**src/rtl/score_bcd_keeper.sv**
```systemverilog
// Four-digit BCD score and high-score keeper for the game display.
// The score saturates at 9999. A new high score is latched on game_over and makes the current-score view blink.
module score_bcd_keeper #(
  parameter int BLINK_BIT = 24
) (
  input  logic       clk,
  input  logic       rst,
  input  logic       clr,
  input  logic       add_valid,
  input  logic [3:0] add_amt,
  input  logic       game_over,
  input  logic       show_high,
  output logic [3:0] digit3,
  output logic [3:0] digit2,
  output logic [3:0] digit1,
  output logic [3:0] digit0,
  output logic       digit_blank,
  output logic       saturated,
  output logic       new_high,
  output logic       bad_amt
);

  // Strobe semantics: add_valid, clr and game_over are single-cycle pulses with no
  // ready/back-pressure; each is consumed on the rising edge where it is high.

  logic [15:0]        score;
  logic [15:0]        high;
  logic [BLINK_BIT:0] blink_cnt;

  logic [15:0] add_sum;
  logic        add_carry;
  logic [4:0]  dsum;
  logic        amt_ok;
  logic        do_add;
  logic        beat_high;

  assign amt_ok    = (add_amt <= 4'd9);
  assign do_add    = add_valid & amt_ok;
  // Valid BCD digits order the same way as their binary concatenation.
  assign beat_high = game_over & (score > high);

  // BCD ripple add of add_amt into the units digit.
  always_comb begin
    add_sum   = score;
    add_carry = 1'b0;
    dsum      = 5'd0;
    for (int i = 0; i < 4; i++) begin
      dsum = {1'b0, score[4*i +: 4]} + {1'b0, ((i == 0) ? add_amt : 4'd0)} + {4'd0, add_carry};
      if (dsum > 5'd9) begin
        add_sum[4*i +: 4] = 4'(dsum - 5'd10);
        add_carry         = 1'b1;
      end else begin
        add_sum[4*i +: 4] = dsum[3:0];
        add_carry         = 1'b0;
      end
    end
  end

  always_ff @(posedge clk or posedge rst) begin
    if (rst) begin
      score     <= 16'h0000;
      saturated <= 1'b0;
    end else if (clr) begin
      score     <= 16'h0000;
      saturated <= 1'b0;
    end else if (do_add) begin
      if (add_carry) begin
        score     <= 16'h9999;
        saturated <= 1'b1;
      end else begin
        score <= add_sum;
      end
    end
  end

  // The compare always sees the score from before this edge, so a same-cycle add or clear does not affect it.
  always_ff @(posedge clk or posedge rst) begin
    if (rst) begin
      high     <= 16'h0000;
      new_high <= 1'b0;
    end else begin
      if (beat_high) begin
        high     <= score;
        new_high <= 1'b1;
      end else if (clr) begin
        new_high <= 1'b0;
      end
    end
  end

  always_ff @(posedge clk or posedge rst) begin
    if (rst) begin
      bad_amt <= 1'b0;
    end else if (add_valid && !amt_ok) begin
      bad_amt <= 1'b1;
    end
  end

  always_ff @(posedge clk or posedge rst) begin
    if (rst) begin
      blink_cnt <= '0;
    end else begin
      blink_cnt <= blink_cnt + 1'b1;
    end
  end

  always_comb begin
    {digit3, digit2, digit1, digit0} = show_high ? high : score;
  end

  assign digit_blank = new_high & blink_cnt[BLINK_BIT] & ~show_high;

endmodule

```
**config.mk**
```make
export PLATFORM = sky130hd
export DESIGN_NAME = score_bcd_keeper
export DESIGN_NICKNAME = d
export VERILOG_FILES = /design/src/rtl/score_bcd_keeper.sv
export SDC_FILE = /design/constraint.sdc
export NUM_CORES = 1
export LEC_CHECK = 0
export ABC_AREA = 1
export BUFFER_PORTS_ARGS = -buffer_cell sky130_fd_sc_hd__buf_2
export CAP_MARGIN = 10
export CELL_PAD_IN_SITES_DETAIL_PLACEMENT = 0
export CELL_PAD_IN_SITES_GLOBAL_PLACEMENT = 1
export CORE_MARGIN = 5
export CORE_UTILIZATION = 25
export DETAILED_ROUTE_END_ITERATION = 12
export PLACE_DENSITY = 0.47
export SLEW_MARGIN = 20
export SYNTH_ARGS = -nofsm -noshare
export SYNTH_HDL_FRONTEND = slang
export SYNTH_SLANG_ARGS = --single-unit
```
**constraint.sdc**
```tcl
create_clock -name clk -period 5.6 [get_ports clk]
set_clock_uncertainty 0.1 [all_clocks]
set_input_delay 0.84 -clock clk [delete_from_list [all_inputs] [get_ports clk]]
set_output_delay 0.84 -clock clk [all_outputs]
set_load 0.05 [all_outputs]
```
==> metrics.md <==
| Metric | Value |
|---|---|
| Clock H-tree levels | 3 |
| Final period util | ~90% |
| Die area | between 0.015 and 0.02 mm2 |
| Met3 Routed Length | between 300 and 400 um |
| Hold crit path type | flop to flop |
| DPL Wire Length | 7056 um |
| Yosys reg bits | 60 |
| Main area contributors after synthesis | dfrtp_1, nand2_1, ha_1 |
| Pleak | 2.227 nW |
| Die width | between 100 and 150 um |
| Mapped Nets | 502 |
| Hold Fails Final Rpt | 0 |
| Worst endpoint required time | between 5000 and 6000 ps |
| Cells after Synth | between 400 and 500 |
| Core box area | between 0.01 and 0.015 mm2 |
| Final setup vio count | 0 |
| Antenna violations before repair | 0 |
| Iteration-0 DRC Markers | 150 |
| RSZ-0062 raised after global routing | false |
| CP endpoint kind | flop |
| TritonCTS Buffers | 9 |
| EDFF count, synth | 0 |
| Post_cts resized | 0 |
| Post-synth top area cell | dfrtp_1 |
| Final #Nets | between 500 and 600 |
| Max-cap violations | 0 |
| Buffers on Ports | 29 |
| GP Congestion | between 0.7 and 0.8 |
| Int Pwr | slightly above 900 uW |
| Count leader, synth | nand2_1 |
| Clk Latency, worst-skew pair | ~340 ps |
| Count of antenna-violating nets left after detailed routing | 0 |
| Yosys top cell area share | around 40% |
| Period minus WS final | about 5000 ps |
| Peak supply drop | between 150 and 200 uV |
| Count of cell types in the netlist | 33 |
| Mapped Avg Cell Area | 8.083 um2 |
| Outcome | complete, no violations |
| Routed length on met2 | about 4800 um |
| Via count | 3013 |
| Rows | 44 |
| Clock power frac | between 30 and 40% |
| Routed wire length | 9569 um |
| DRC viols | 0 |
| Clock Tree Buf Depth | 2 |
| Switching share of power | 37.02% |
| Pwr/cell area | approximately 340 mW/mm2 |
| Sequential power share | between 30% and 40% |
| Vias per cell | between 4 and 5 |
| Worst hold slack | between 300 and 400 ps |
| Synth-to-layout area growth | 17.63% |
| Pwr Total | 1.469 mW |
| Worst-path fanout max | 8 |
| Data arrival time of the worst path | around 5200 ps |
| Post CTS Setup Buffer Count | 0 |
| Psw | approximately 540 uW |
| Pin count of the biggest net entering global routing | 61 |
| CTS Hold Buffers Added | 0 |
| Mapped cell area | 0.003726 mm2 |
| Tightest Pin Transition | roughly 800 ps |
| Fill cells | approximately 1.6k |
| CTS tree | done |
| Number of diodes | 0 |
| Yosys warns | 0 |
| GRT Total Usage | 11.71% |
| Worst slew margin | 45.65% |
| Leading register cell type out of synthesis | dfrtp_1 |
| Startpoint class of the critical path | input port |
| Synth async-reset ratio | 100.0% |
| Clk sink count | 60 |
| Seq/Total Area, Yosys | between 40% and 50% |
| Total grt overflow | 0 |
| Highest Signal Layer | met4 |
| Vias in the first global route | ~3.2k |
| Most frequent cells after synthesis | nand2_1, inv_1, dfrtp_1 |
| Peak Freq | ~0.20 GHz |
| Worst-path clk slew | 60 ps |
| Clock Tree Root | clkbuf_16 |
| Initial Util | 25.54% |
| Share of cells above drive strength 1 | between 10 and 15% |
| Routed len/inst | 14.03 um |
| Die Y | 132.1 um |
| First-pass GRT wire length | 16240 um |
| I/O pin count | 30 |
| Comb power frac | approximately 29% |
| Met1 WL | approximately 4300 um |
| Slew Limit Fails | 0 |
| DRT Pass-1 Iters | 4 |
| Crit path kind | input port to flop |
## through the flow
stage / setup slack, ps / std cells / utilization (%) / cell area [um2] / TNS (ps)
final: 541.1 / 682 / 30.04 / 4383 / 0
after global routing: 20.89 / 682 / 30.04 / 4383 / 0
after CTS: 262.1 / 682 / 29.93 / 4367 / 0
after detailed placement: -73.13 / 668 / 27.93 / 4075 / -245.0
after global placement: 104.7 / 668 / 27.93 / 4075 / 0
after floorplan: 722.1 / 461 / - / 3726 / 0
## power by group through the flow
stage / Combinational, mW / Clock, mW / Sequential [mW]
after floorplan: 0.321 / 0 / 0.494
after global placement: 0.448 / 0 / 0.493
after detailed placement: 0.444 / 0 / 0.493
after CTS: 0.442 / 0.585 / 0.486
after global routing: 0.492 / 0.599 / 0.490
final: 0.426 / 0.557 / 0.486
## registers in the layout (all words and copies together) (netlist names)
name       count
score         16
saturated      1
new_high       1
bad_amt        1
high          16
blink_cnt     25
## routing by layer
metal	vias up	track usage (%)
li1	1564	-
met1	1409	13.59
met2	28	20.63
met3	12	3.511
met4	0	3.714
met5	-	0
## final timing paths
kind	startpoint	end	slack [ps]	depth (start not counted)
max	add_amt[0]	score[10]	540	28
max reg2reg	score[0]	score[10]	730	27
min	high[3]	high[3]	370	2
min reg2reg	high[3]	high[3]	370	2
min in group asynchronous	rst	bad_amt	650	3
max in group asynchronous	rst	high[13]	4230	3
## critical path, stage by stage
cell,delay (ps)
buf_2,80
ha_1,170
inv_1,60
fa_1,550
nand3_1,140
inv_1,110
o21ai_2,80
ha_1,210
ha_1,200
xnor2_1,230
nand2_1,130
nand2_1,80
nand2_1,90
ha_1,230
ha_1,230
xnor2_2,180
nand2_1,110
nand2_1,80
nand2_1,90
ha_1,210
ha_1,290
a21oi_1,120
nand2_1,70
nand2_1,70
inv_1,110
nor2_4,260
nand3_1,120
o21ai_0,80
## cells in the final DEF (no fill, tap or decap), drive strengths merged
cell type | Yosys | final
xnor2 | 14 | 14
or2 | 1 | 1
nor4 | 3 | 3
buf | 4 | 31
dfrtp | 60 | 60
bufinv | 0 | 1
nand3b | 2 | 2
o211ai | 4 | 4
o21bai | 1 | 1
xor2 | 14 | 14
a21o | 1 | 1
a21oi | 14 | 14
clkbuf | 4 | 12
ha | 30 | 30
nand3 | 40 | 40
clkinv | 0 | 1
o21ai | 35 | 35
o22ai | 1 | 1
nand2 | 130 | 130
nand4 | 8 | 8
nor3 | 10 | 10
fa | 1 | 1
nor2 | 20 | 20
o21a | 2 | 2
inv | 62 | 62
## area by class of cell
| class | instances | area (um2) | share of cell area, % |
|---|---|---|---|
| multi-input cells | 331 | 1967 | 44.88 |
| repair buffers | 31 | 160.2 | 3.654 |
| clock buffers | 12 | 256.5 | 5.852 |
| clock inverters | 2 | 35.03 | 0.7993 |
| well taps | 184 | 230.2 | 5.253 |
| inverters | 62 | 232.7 | 5.310 |
| flip-flops and latches | 60 | 1501 | 34.26 |
## cells by family (layout without fill, tap and decap cells)
| logic type | Yosys count | in the layout | synth area share, % |
|---|---|---|---|
| buffers and inverters | 70 | 107 | 7.354 |
| adder cells (fa/ha/maj) | 31 | 31 | 10.61 |
| XOR/XNOR | 28 | 28 | 6.783 |
| AND/OR/NAND/NOR | 214 | 214 | 26.60 |
| AO/OA/AOI/OAI | 58 | 58 | 8.362 |
| flip-flops | 60 | 60 | 40.30 |
Note: power is estimated with default switching activity, not from simulation.
